[src/rtl/oam_dma_ctrl_pkg.sv]
// Shared CPU-bus definitions: OAM DMA FSM states and the $4014/$2004 register
// addresses, also used by the PPU register decode.
package oam_dma_ctrl_pkg;

  localparam logic [15:0] OAMDMA_ADDR_C  = 16'h4014;
  localparam logic [15:0] OAMDATA_ADDR_C = 16'h2004;

  typedef enum logic [2:0] {
    IDLE  = 3'd0,
    HALT  = 3'd1,
    ALIGN = 3'd2,
    READ  = 3'd3,
    WRITE = 3'd4
  } oam_dma_state_t;

endpackage

[src/rtl/oam_dma_ctrl.sv]
// Sprite DMA sequencer / CPU-bus arbiter: a $4014 write stalls the core and copies
// one 256-byte page into OAMDATA. Define OAMDMA_ODD_ALIGN_EN for the odd-cycle ALIGN slot.
module oam_dma_ctrl
  import oam_dma_ctrl_pkg::*;
#(
  parameter logic [15:0] OAMDATA_ADDR = OAMDATA_ADDR_C,
  parameter logic [15:0] OAMDMA_ADDR  = OAMDMA_ADDR_C
) (
  input  logic        clock,
  input  logic        reset,
  input  logic        clock_en,
  input  logic [15:0] cpu_addr,
  input  logic        cpu_r_en,
  input  logic [7:0]  cpu_w_data,
  input  logic [7:0]  mem_r_data,
  output logic [15:0] mem_addr,
  output logic        mem_r_en,
  output logic [7:0]  mem_w_data,
  output logic        cpu_stall,
  output logic        dma_active
);

  oam_dma_state_t state_q, state_d;
  logic [7:0]     page_q, page_d;
  logic [7:0]     idx_q, idx_d;
`ifdef OAMDMA_ODD_ALIGN_EN
  logic           parity_q;
`endif

  always_ff @(posedge clock or posedge reset) begin
    if (reset) begin
      state_q  <= IDLE;
      page_q   <= 8'h00;
      idx_q    <= 8'h00;
`ifdef OAMDMA_ODD_ALIGN_EN
      parity_q <= 1'b0;
`endif
    end else if (clock_en) begin
      state_q  <= state_d;
      page_q   <= page_d;
      idx_q    <= idx_d;
`ifdef OAMDMA_ODD_ALIGN_EN
      parity_q <= ~parity_q;
`endif
    end
  end

  always_comb begin
    state_d = state_q;
    page_d  = page_q;
    idx_d   = idx_q;
    case (state_q)
      IDLE: begin
        if (cpu_addr == OAMDMA_ADDR && !cpu_r_en) begin
          state_d = HALT;
          page_d  = cpu_w_data;
          idx_d   = 8'h00;
        end
      end
`ifdef OAMDMA_ODD_ALIGN_EN
      HALT:  state_d = parity_q ? ALIGN : READ;
`else
      HALT:  state_d = READ;
`endif
      ALIGN: state_d = READ;
      READ:  state_d = WRITE;
      WRITE: begin
        // idx wraps within the page; the high byte is never carried into
        if (idx_q == 8'hFF) begin
          state_d = IDLE;
        end else begin
          idx_d   = idx_q + 8'h01;
          state_d = READ;
        end
      end
      default: state_d = IDLE;
    endcase
  end

  always_comb begin
    mem_addr   = cpu_addr;
    mem_r_en   = cpu_r_en;
    mem_w_data = cpu_w_data;
    case (state_q)
      IDLE: ;
      HALT, ALIGN: begin
        mem_addr   = {page_q, 8'h00};
        mem_r_en   = 1'b1;
        mem_w_data = 8'h00;
      end
      READ: begin
        mem_addr   = {page_q, idx_q};
        mem_r_en   = 1'b1;
        mem_w_data = 8'h00;
      end
      WRITE: begin
        mem_addr   = OAMDATA_ADDR;
        mem_r_en   = 1'b0;
        mem_w_data = mem_r_data;
      end
      default: begin
        mem_addr   = {page_q, 8'h00};
        mem_r_en   = 1'b1;
        mem_w_data = 8'h00;
      end
    endcase
    cpu_stall  = (state_q != IDLE);
    dma_active = (state_q == READ) || (state_q == WRITE);
  end

endmodule

[config.mk]
export PLATFORM = sky130hd
export DESIGN_NAME = oam_dma_ctrl
export DESIGN_NICKNAME = d
export VERILOG_FILES = /design/src/rtl/oam_dma_ctrl_pkg.sv /design/src/rtl/oam_dma_ctrl.sv
export SDC_FILE = /design/constraint.sdc
export NUM_CORES = 1
export LEC_CHECK = 0
export ABC_CLOCK_PERIOD_IN_PS = 3400
export CORE_MARGIN = 2
export CORE_UTILIZATION = 55
export CTS_CLUSTER_DIAMETER = 80
export DETAILED_ROUTE_END_ITERATION = 10
export DONT_BUFFER_PORTS = 1
export PLACE_DENSITY = 0.67
export SLEW_MARGIN = 10
export SYNTH_ARGS = -nofsm -noshare
export SYNTH_HDL_FRONTEND = slang
export SYNTH_SLANG_ARGS = --single-unit
[constraint.sdc]
create_clock -name clock -period 3.4 [get_ports clock]
set_input_delay 0.34 -clock clock [delete_from_list [all_inputs] [get_ports clock]]
set_output_delay 0.34 -clock clock [all_outputs]
set_load 0.02 [all_outputs]
# Word-level counts from Yosys, hierarchy flattened
# Index checks and enable logic that the tools add are counted.
[totals]
in_bits = 36
reg_bits = 19
elab_cells = 31
output_inout_bits = 27
[classes]
n_eq_ne = 8
mux = 9
addsub = 1
reduce_logical = 10
[op_table]
columns = ["operator", "n"]
rows = [
  ["$pmux 16 s3", 1],
  ["$pmux 8 s2", 2],
  ["$eq 16x15->1 const B", 1],
  ["$mux 8", 2],
  ["$pmux 3 s4", 1],
  ["$add 8x1->8 const B", 1],
  ["$eq 8x8->1 const B", 1],
  ["$eq 3x2->1 const B", 2],
  ["$ne 2x2->1 const B", 2],
  ["$reduce_and 4->1", 1],
  ["$eq 3x1->1 const B", 1],
  ["$eq 3x3->1 const B", 1],
  ["$logic_not 3->1", 1],
  ["$mux 3", 1],
  ["$reduce_and 3->1", 1],
  ["$reduce_bool 3->1", 1],
  ["$mux 2", 1],
  ["$pmux 1 s2", 1],
  ["$reduce_and 2->1", 1],
  ["$reduce_bool 2->1", 1],
  ["$reduce_or 2->1", 1],
  ["$logic_and 1x1->1", 1],
  ["$logic_not 1->1", 1],
  ["$logic_or 1x1->1", 1],
]

# Logic depth before layout (Yosys ltp)
# Gate-level depths: netlist (run 1).
[logic_depth]
ltp_word = 4
depth_mapped = 8
ltp_nobuf = 6

# Worst setup path after synthesis (run 1)
# No wires, ideal clock.
[synth_timing]
path_kind = "register to register"
from = "register idx_q[0]"
to = "register idx_q[4]"
setup_time_ns = 0.121
arrival_ns = 1.816
stages_incl_launch_ff = 9
synth_period_minus_slack_ns = 1.936
t_required_ns = 3.279
n_path_buf = 2
path_slack_ns = 1.464
cell_sequence = "dfrtp_1 -> ha_1 -> nand4_1 -> or3_1 -> nor2b_4 -> buf_6 -> or2_1 -> buf_6 -> a22o_1"
[synth_between]
elab_chain_len = 3
elab_cells_between_ends = 6
cone_classes = "add/sub: 1; eq/ne: 2; mux: 2; reduce/logical: 1"
[synth_lines]
columns = ["element", "line_no", "rtl"]
rows = [
  ["start, declared", "oam_dma_ctrl.sv:25", "logic [7:0] idx_q, idx_d;"],
  ["start signal, assigned", "oam_dma_ctrl.sv:41", "idx_q <= idx_d;"],
  ["$add 8x1->8 or $eq 8x8->1 (tied branches)", "oam_dma_ctrl.sv:72, oam_dma_ctrl.sv:69", ""],
  ["$mux 8 or $ne 2x2->1 (tied branches)", "n/a", ""],
  ["$pmux 8 s2 or $reduce_and 4->1 (tied branches)", "n/a", ""],
]
# Parallel ways exist; a longest one is shown, timed or not. The select of a mux whose other input is x is not followed.
# A chain may end at the register's enable or synchronous reset.

# Worst setup path in the final report (run 1)
[layout_timing]
from = "register state_q[0]"
to = "output port dma_active"
[layout_between]
elab_chain_len = 2
elab_cells_between_ends = 3
cone_classes = "eq/ne: 2; reduce/logical: 1"
[layout_lines]
columns = ["element", "line_no", "rtl"]
rows = [
  ["start, declared", "oam_dma_ctrl.sv:23", "oam_dma_state_t state_q, state_d;"],
  ["start signal, assigned", "oam_dma_ctrl.sv:39", "state_q <= state_d;"],
  ["$eq 3x2->1 or $eq 3x3->1 (tied branches)", "oam_dma_ctrl.sv:108", "dma_active = (state_q == READ) || (state_q == WRITE);"],
  ["$logic_or 1x1->1 *", "oam_dma_ctrl.sv:108", ""],
  ["end, declared", "oam_dma_ctrl.sv:20", "output logic dma_active"],
]
# Mark *: on every way between the ends. The rest lies on a longest branch, timed or not.

==> impl_metrics.tcl, run 1 <==
set metrics [dict create \
    ctsHoldBuffers 0 \
    endpoint "dma_active" \
    initial_utilization_pct 59.4 \
    outcome "complete, no violations" \
    cp-start-kind "flip-flop" \
    met1_usage_pct 31.9 \
    path_depth 3 \
    synth_top_area_share_pct 35.5 \
    arrival_ns 1.99 \
    crit_type "reg2out" \
    antenna_cells 0 \
    globalRoute.totalOverflow 0 \
    die_h_um 53.3 \
    multi_input_area_um2 777 \
    final_common_cell "nor2_1" \
    reg2reg_depth 6 \
    vias 1136 \
    drv_cap 0 \
    post-synth-top-area-cell "dfrtp_1" \
    num_rows 17 \
    slew_headroom_pct 50.9 \
    grt_use_met3_pct 5.08 \
    ys_async_sr_fraction_pct 100 \
    r2r-end "idx_q[5]" \
    grt_pass1_vias 1031 \
    post-route-min-period_ns 2.33 \
    power.total_w 0.00101 \
    hold_class "in2async" \
    busiest_layer "met2" \
    internal_power_w 0.000457 \
    synth_edf_count 0 \
    yosysSeqAreaShare_pct 35.5 \
    crit_required_ns 3.06 \
    synthTopCellsByArea "dfrtp_1 36%, mux2_2 8.4%, mux2i_1 6.7%" \
    grt_max_degree 28 \
    rsz0062_at_grt "no" \
    p_sw_share_pct 54.7 \
    netlist_area_um2 1340 \
    switchingPower_w 0.000553 \
    vias_per_cell 6.49 \
    coreArea_um2 2250 \
    area.sequential_um2 475 \
    fmax_mhz 428 \
    drive_gt1_share_pct 12.9 \
    reg2reg_slack_ns 1.34 \
    hpwl_mm 2.54 \
    die_w_um 53.3 \
    layout.nets 185 \
    crit_fanout 12 \
    tns_ns 0 \
    design.die.area_um2 2840 \
    post_cts_resized 0 \
    synth_fp_nets 191 \
    grt_usage_pct 23.3 \
    clock_path_buffers 2 \
    nFillCells 213 \
    drtPass1Iterations 4 \
    synthFlopType "dfrtp_1" \
    cts_sinks 19 \
    area_delta_synth_final_pct 0.747 \
    cts_buffers 3 \
    clkTransAtPathRegs_ns 0.12 \
    fin_crit_sh_pct 68.6 \
    ys_types 39 \
    final_cell_mix "21 x nor2_1, 19 x dfrtp_1, 12 x nand2_1" \
    crit_path_max_incr_delay_ns 0.61 \
    syn_area_per_cell_um2 8.69 \
    insertion_delay_ns 0.31 \
    worst_slew_pin_slew_ns 0.736 \
    grt_pass1_wl_mm 4.82 \
    cpMaxStageDelayCell "nor2_1" \
    vdd_drop_max_uv 532 \
    crit_family "simple AND/OR/NAND/NOR gates" \
    power.leakage_nw 0.593 \
    r2r_start "state_q[0]" \
    drc 0 \
    final_antenna_net_count 0 \
    crit_chain "nor2_1 -> nand2_1 -> o21ai_0" \
    cp.buffers_inverters 0 \
    portBuffers 0 \
    p_per_area_nw_per_um2 749 \
    cts_tree "done" \
    cts_max_level 1 \
    clkPwrFrac_pct 11.7 \
    post-cts-setup-buffers 0 \
    dr.first_iter.drc_count 17 \
    p_comb_share_pct 57.6 \
    antenna_found_initial 0 \
    maxSlewViolCount 0 \
    boundaryPins 63 \
    setup_viol 0 \
    post_synth_inst_count 154 \
    finClkSkew_ns 0.0132 \
    met2_usage_pct 36.0 \
    startpoint "state_q[0]" \
    hold_violations 0 \
    cp-end-kind "primary output" \
    avgRoutedWirePerCell_um 18.5 \
    gp_congestion 0.826 \
    seq_power_share_pct 30.7 \
    ys_ff_latch 19 \
    totalWireLength_mm 3.24 \
    synth-warning-count 0 \
    cts-root-buf "clkbuf_4" \
]
-- flip-flops by register name (all words and copies together), names as in the netlist --
| name | count |
|---|---|
| state_q | 3 |
| page_q | 8 |
| idx_q | 8 |
-- layout make-up --
cell class	instances	share of cell area, %
Clock inverter	1	0.371
Multi-Input combinational cell	117	57.6
Inverter	5	1.39
Sequential cell	19	35.3
Timing Repair Buffer	2	1.11
Tap cell	28	2.60
Clock buffer	3	1.67
-- per-layer routing --
layer  wire, um  part of all wire, %
met5          0                    0
met3        278                  8.6
met1       1430                   44
met4         27                 0.83
met2       1500                   46
-- power by group through the flow --
stage | Sequential (W) | Clock (W) | Combinational, W
after floorplan | 0.000281 | 0 | 0.000555
final | 0.000310 | 0.000118 | 0.000581
after global routing | 0.000318 | 0.000130 | 0.000630
after detailed placement | 0.000314 | 0 | 0.000582
after global placement | 0.000311 | 0 | 0.000575
after CTS | 0.000309 | 0.000121 | 0.000585
-- metrics by stage --
step                      hold WS (ns)  utilization [%]  area (um^2)  cells  setup slack [ns]
after floorplan                  0.291                -         1340    154              1.46
after detailed placement         0.406             58.6         1320    171              1.33
after global placement           0.388             58.6         1320    171              1.40
after global routing            0.0698             59.8         1350    175             0.934
after CTS                       0.0563             59.8         1350    175              1.08
final                           0.0201             59.8         1350    175              1.07
-- worst min path at each step --
stage / from / endpoint / depth (start not counted)
after floorplan: reset / idx_q[0] / 1
after global placement: reset / page_q[1] / 1
after detailed placement: reset / page_q[2] / 1
after CTS: reset / page_q[2] / 1
after global routing: reset / page_q[1] / 1
final: reset / page_q[1] / 1
-- cell usage after synthesis, types with 2 or more instances --
| cell type | instances |
|---|---|
| nor2_1 | 21 |
| dfrtp_1 | 19 |
| nand2_1 | 12 |
| mux2_2 | 10 |
| mux2i_1 | 9 |
| a22o_1 | 8 |
| a22oi_1 | 7 |
| clkbuf_1 | 7 |
| o21ai_0 | 7 |
| inv_1 | 5 |
| a21oi_1 | 4 |
| nand3_1 | 4 |
| buf_2 | 3 |
| nor3_1 | 3 |
| nor4_1 | 3 |
| o211ai_1 | 3 |
| a31oi_1 | 2 |
| and3_1 | 2 |
| buf_6 | 2 |
| nand4_1 | 2 |
| nor3b_1 | 2 |
| o21a_1 | 2 |
-- logic make-up (layout without fill, tap and decap cells) --
kind of cell	after synthesis	after routing	synth area share, %
DFF	19	19	35.5
muxes	19	19	15.1
buffers and inverters	18	11	6.45
and+or+nand+nor	60	60	22.8
AOI/OAI and AO/OA	37	37	19.2
adders and majority gates	1	1	0.934
No activity file was read; power rests on OpenSTA's default activity.
==> run 2: changes to the inputs <==
ABC_CLOCK_PERIOD_IN_PS = 2060   (was 3400)
PLACE_DENSITY = 0.7   (was 0.67)
clock period = 2.06 ns   (was 3.4 ns; I/O delays follow)
==> impl_metrics.tcl, run 2 (synthesis results as in run 1) <==
set metrics [dict create \
    totalWireLength_mm 3.27 \
    cp-start-kind "flip-flop" \
    cts-root-buf "clkbuf_4" \
    cp-end-kind "primary output" \
    utilization_pct 62.5 \
    crit_type "reg2out" \
    seq_power_share_pct 30.2 \
    area_delta_synth_final_pct 5.33 \
    final_common_cell "nor2_1" \
    vias 1174 \
    antenna_cells 0 \
    post_cts_resized 0 \
    grt_max_degree 20 \
    crit_required_ns 1.85 \
    hold_violations 0 \
    drive_gt1_share_pct 16.1 \
    reg2reg_depth 6 \
    hp-start "cpu_w_data[1]" \
    dr.first_iter.drc_count 32 \
    drv_cap 0 \
    gp_congestion 0.855 \
    final_cell_mix "21 x nor2_1, 19 x dfrtp_1, 12 x nand2_1" \
    reg2reg_slack_ns 0.12 \
    coreArea_um2 2250 \
    clock_path_buffers 2 \
    post-route-min-period_ns 1.94 \
    cts_buffers 3 \
    drc 0 \
    maxSlewViolCount 0 \
    die_h_um 53.3 \
    antenna_found_initial 0 \
    grt_pass1_vias 1097 \
    p_per_area_nw_per_um2 1240 \
    insertion_delay_ns 0.31 \
    fin_crit_sh_pct 94.2 \
    crit_fanout 12 \
    power.leakage_nw 0.630 \
    initial_utilization_pct 59.4 \
    slew_headroom_pct 52.6 \
    top_regs "idx_q x8, page_q x8, state_q x3" \
    globalRoute.totalOverflow 0 \
    internal_power_w 0.000829 \
    finClkSkew_ns 0.00496 \
    cts_max_level 1 \
    grt_pass1_wl_mm 4.91 \
    design.die.area_um2 2840 \
    final_antenna_net_count 0 \
    p_sw_share_pct 52.7 \
    p_comb_share_pct 58.8 \
    layout.nets 193 \
    die_w_um 53.3 \
    rsz0062_at_grt "no" \
    startpoint "state_q[0]" \
    avgRoutedWirePerCell_um 17.8 \
    arrival_ns 1.73 \
    portBuffers 0 \
    boundaryPins 63 \
    num_rows 17 \
    clkPwrFrac_pct 11.0 \
    drtPass1Iterations 4 \
    r2r-end "idx_q[4]" \
    outcome "complete, no violations" \
    vdd_drop_max_uv 907 \
    holdPathStages 1 \
    switchingPower_w 0.000924 \
    holdPathEnd "page_q[1]" \
    hold_class "in2reg" \
    power.total_w 0.00175 \
    vias_per_cell 6.42 \
    r2r_start "idx_q[1]" \
    grt_usage_pct 24.4 \
    cts_sinks 19 \
    tns_ns 0 \
    hpwl_mm 2.55 \
    setup_viol 0 \
    cts_tree "done" \
    worst_slew_pin_slew_ns 0.710 \
    clkTransAtPathRegs_ns 0.11 \
    fmax_mhz 515 \
]
## run 2: repair_timing
action / in CTS / in global routing
hold buffers: 1 / 0
endpoints found under the hold margin: 19 / 0
setup buffers: 0 / 1
setup endpoints to repair: 0 / 1
## run 2: worst max-delay path, stage by stage, from the launching register on
cell,delay (ns)
dfrtp_1,0.52
nor2_1,0.24
buf_4,0.21
a22oi_1,0.10
nor2_1,0.36
## run 2: worst max path at each step
stage	endpoint	slack, ns	depth (start not counted)
finish	mem_addr[4]	0.12	4
detailed placement	idx_q[4]	0.13	6
global placement	idx_q[4]	0.16	6
floorplan	idx_q[4]	0.12	8
CTS	idx_q[4]	0.10	6
global route	mem_addr[0]	0.02	4
## run 2: final cells by class
| type | count | area (um^2) |
|---|---|---|
| well taps | 28 | 35.0 |
| inverters | 5 | 18.8 |
| clock buffers | 4 | 26.3 |
| multi-input cells | 117 | 777 |
| fillers | 209 | 845 |
| repair buffers | 10 | 77.6 |
| flip-flops and latches | 19 | 475 |
## run 2: metal layers
metal,GRT usage [%],part of all wire [%],up-vias
li1,-,-,559
met1,27.9,43,545
met2,42.8,46,64
met3,3.95,8.6,6
met4,12.8,2.4,0
met5,0,0,-
## run 2: power groups by stage
stage	Sequential, W	Clock [W]	Combinational (W)
5_1_grt	0.000544	0.000213	0.00113
2_1_floorplan	0.000463	0	0.000917
4_1_cts	0.000530	0.000197	0.00102
6_report	0.000529	0.000193	0.00103
3_5_place_dp	0.000538	0	0.00102
3_3_place_gp	0.000533	0	0.00100
## run 2: through the flow
stage / setup WS, ns / cells / area [um^2] / hold slack (ns)
4_1_cts: 0.101 / 182 / 1400 / 0.0412
3_3_place_gp: 0.165 / 177 / 1370 / 0.245
5_1_grt: 0.0160 / 183 / 1410 / 0.0346
6_report: 0.119 / 183 / 1410 / 0.0427
2_1_floorplan: 0.124 / 154 / 1340 / 0.157
3_5_place_dp: 0.125 / 177 / 1370 / 0.256
==> run 3: changes to the inputs <==
CAP_MARGIN = 10   (was unset)
CORE_ASPECT_RATIO = 0.7   (was unset)
SETUP_SLACK_MARGIN = 0.2   (was unset)
==> impl_metrics.tcl, run 3 (synthesis results as in run 1) <==
set metrics [dict create \
    outcome "complete, no violations" \
    avgRoutedWirePerCell_um 18.2 \
    die_w_um 63.0 \
    crit_path_max_incr_delay_ns 0.49 \
    crit_chain "or2_2 -> a22o_1" \
    post-route-min-period_ns 1.87 \
    r2r_start "idx_q[1]" \
    finClkSkew_ns 0.00989 \
    hp-start "cpu_w_data[4]" \
    crit_required_ns 1.85 \
    cts-root-buf "clkbuf_4" \
    antenna_found_initial 0 \
    fin_crit_sh_pct 90.5 \
    reg2reg_depth 6 \
    cpMaxStageDelayCell "dfrtp_2" \
    vias_per_cell 6.45 \
    drive_gt1_share_pct 27.9 \
    arrival_ns 1.66 \
    grt_usage_pct 25.4 \
    insertion_delay_ns 0.30 \
    vias 1200 \
    hold_violations 0 \
    portBuffers 0 \
    cts_buffers 3 \
    clkTransAtPathRegs_ns 0.11 \
    power.total_w 0.00184 \
    area_delta_synth_final_pct 8.88 \
    num_rows 14 \
    drtPass1Iterations 4 \
    grt_pass1_wl_mm 5.53 \
    crit_type "reg2out" \
    holdPathEnd "page_q[4]" \
    gp_congestion 0.866 \
    postPlaceCellArea_um2 1360 \
    hold_class "in2reg" \
    top_regs "idx_q x8, page_q x8, state_q x3" \
    antenna_cells 0 \
    vdd_drop_max_uv 677 \
    fmax_mhz 536 \
    tns_ns 0 \
    boundaryPins 63 \
    grt_max_degree 22 \
    cts_max_level 1 \
    design.die.area_um2 2850 \
    layout.nets 192 \
    holdPathStages 1 \
    totalWireLength_mm 3.39 \
    clock_path_buffers 2 \
    final_common_cell "dfrtp_1" \
    worst_slew_pin_slew_ns 0.712 \
    drc 0 \
    maxSlewViolCount 0 \
    cts_sinks 19 \
    setup_viol 0 \
    cts_tree "done" \
    reg2reg_slack_ns 0.28 \
    initial_utilization_pct 60.2 \
    r2r-end "idx_q[4]" \
    slew_headroom_pct 52.5 \
    cp-start-kind "flip-flop" \
    drv_cap 0 \
    crit_fanout 15 \
    final_cell_mix "17 x dfrtp_1, 14 x nor2_2, 12 x nand2_1" \
    final_antenna_net_count 0 \
    cp-end-kind "primary output" \
    power.leakage_nw 0.620 \
    dr.first_iter.drc_count 78 \
    design_area_um2 1460 \
    rsz0062_at_grt "yes" \
    p_per_area_nw_per_um2 1260 \
    coreArea_um2 2220 \
    die_h_um 45.3 \
    hpwl_mm 2.56 \
    globalRoute.totalOverflow 0 \
    grt_pass1_vias 1094 \
]
-- run 3: stage by stage --
step	util [%]	worst slack [ns]	hold WS (ns)	std cells
6_report	65.5	0.195	0.0457	186
5_1_grt	65.5	0.146	0.0220	186
4_1_cts	63.5	0.188	0.0419	185
3_5_place_dp	61.1	0.173	0.253	179
3_3_place_gp	61.1	0.258	0.248	179
2_1_floorplan	-	0.203	0.157	154
-- run 3: worst max path at each step --
stage | slack [ns] | depth (start not counted) | start | to
5_1_grt | 0.15 | 2 | state_q[1] | mem_addr[11]
6_report | 0.19 | 2 | state_q[1] | mem_addr[8]
2_1_floorplan | 0.20 | 8 | idx_q[0] | idx_q[4]
3_5_place_dp | 0.17 | 6 | idx_q[0] | idx_q[4]
4_1_cts | 0.19 | 2 | state_q[0] | mem_w_data[2]
3_3_place_gp | 0.26 | 6 | idx_q[0] | idx_q[4]
-- run 3: cell type report --
| cell class | count | area [um^2] |
|---|---|---|
| fillers | 199 | 767 |
| well taps | 32 | 40.0 |
| repair buffers | 9 | 73.8 |
| inverters | 5 | 18.8 |
| clock buffers | 4 | 26.3 |
| flip-flops and latches | 19 | 478 |
| multi-input cells | 117 | 821 |
-- run 3: routing by layer --
layer,wire [um],global-route usage [%],vias to the layer above
met1,1500,34.1,580
li1,-,-,557
met5,0,0,-
met2,1620,41.9,61
met4,13,5.78,0
met3,262,6.73,2
-- run 3: critical path, delay by kind of cell, from the launching register on --
family	cells	cell delay, ns
AO/OA/AOI/OAI	1	0.38
flip-flops	1	0.49
AND/OR/NAND/NOR	1	0.49
-- run 3: what timing repair did --
item                                    CTS  global route
hold buffers                              1             0
cloned                                    0             0
endpoints found under the setup margin    4            30
pin swaps                                 0             1
setup buffers                             1             1
gates resized for setup                   4            16
hold endpoints to repair                 19             0
-- run 3: where the power goes --
part           leakage (nW)  internal [W]  switching (W)  total, W
sequential            0.250      0.000427       0.000102  0.000529
combinational         0.355      0.000352       0.000768   0.00112
clock                0.0150     0.0000754       0.000116  0.000191
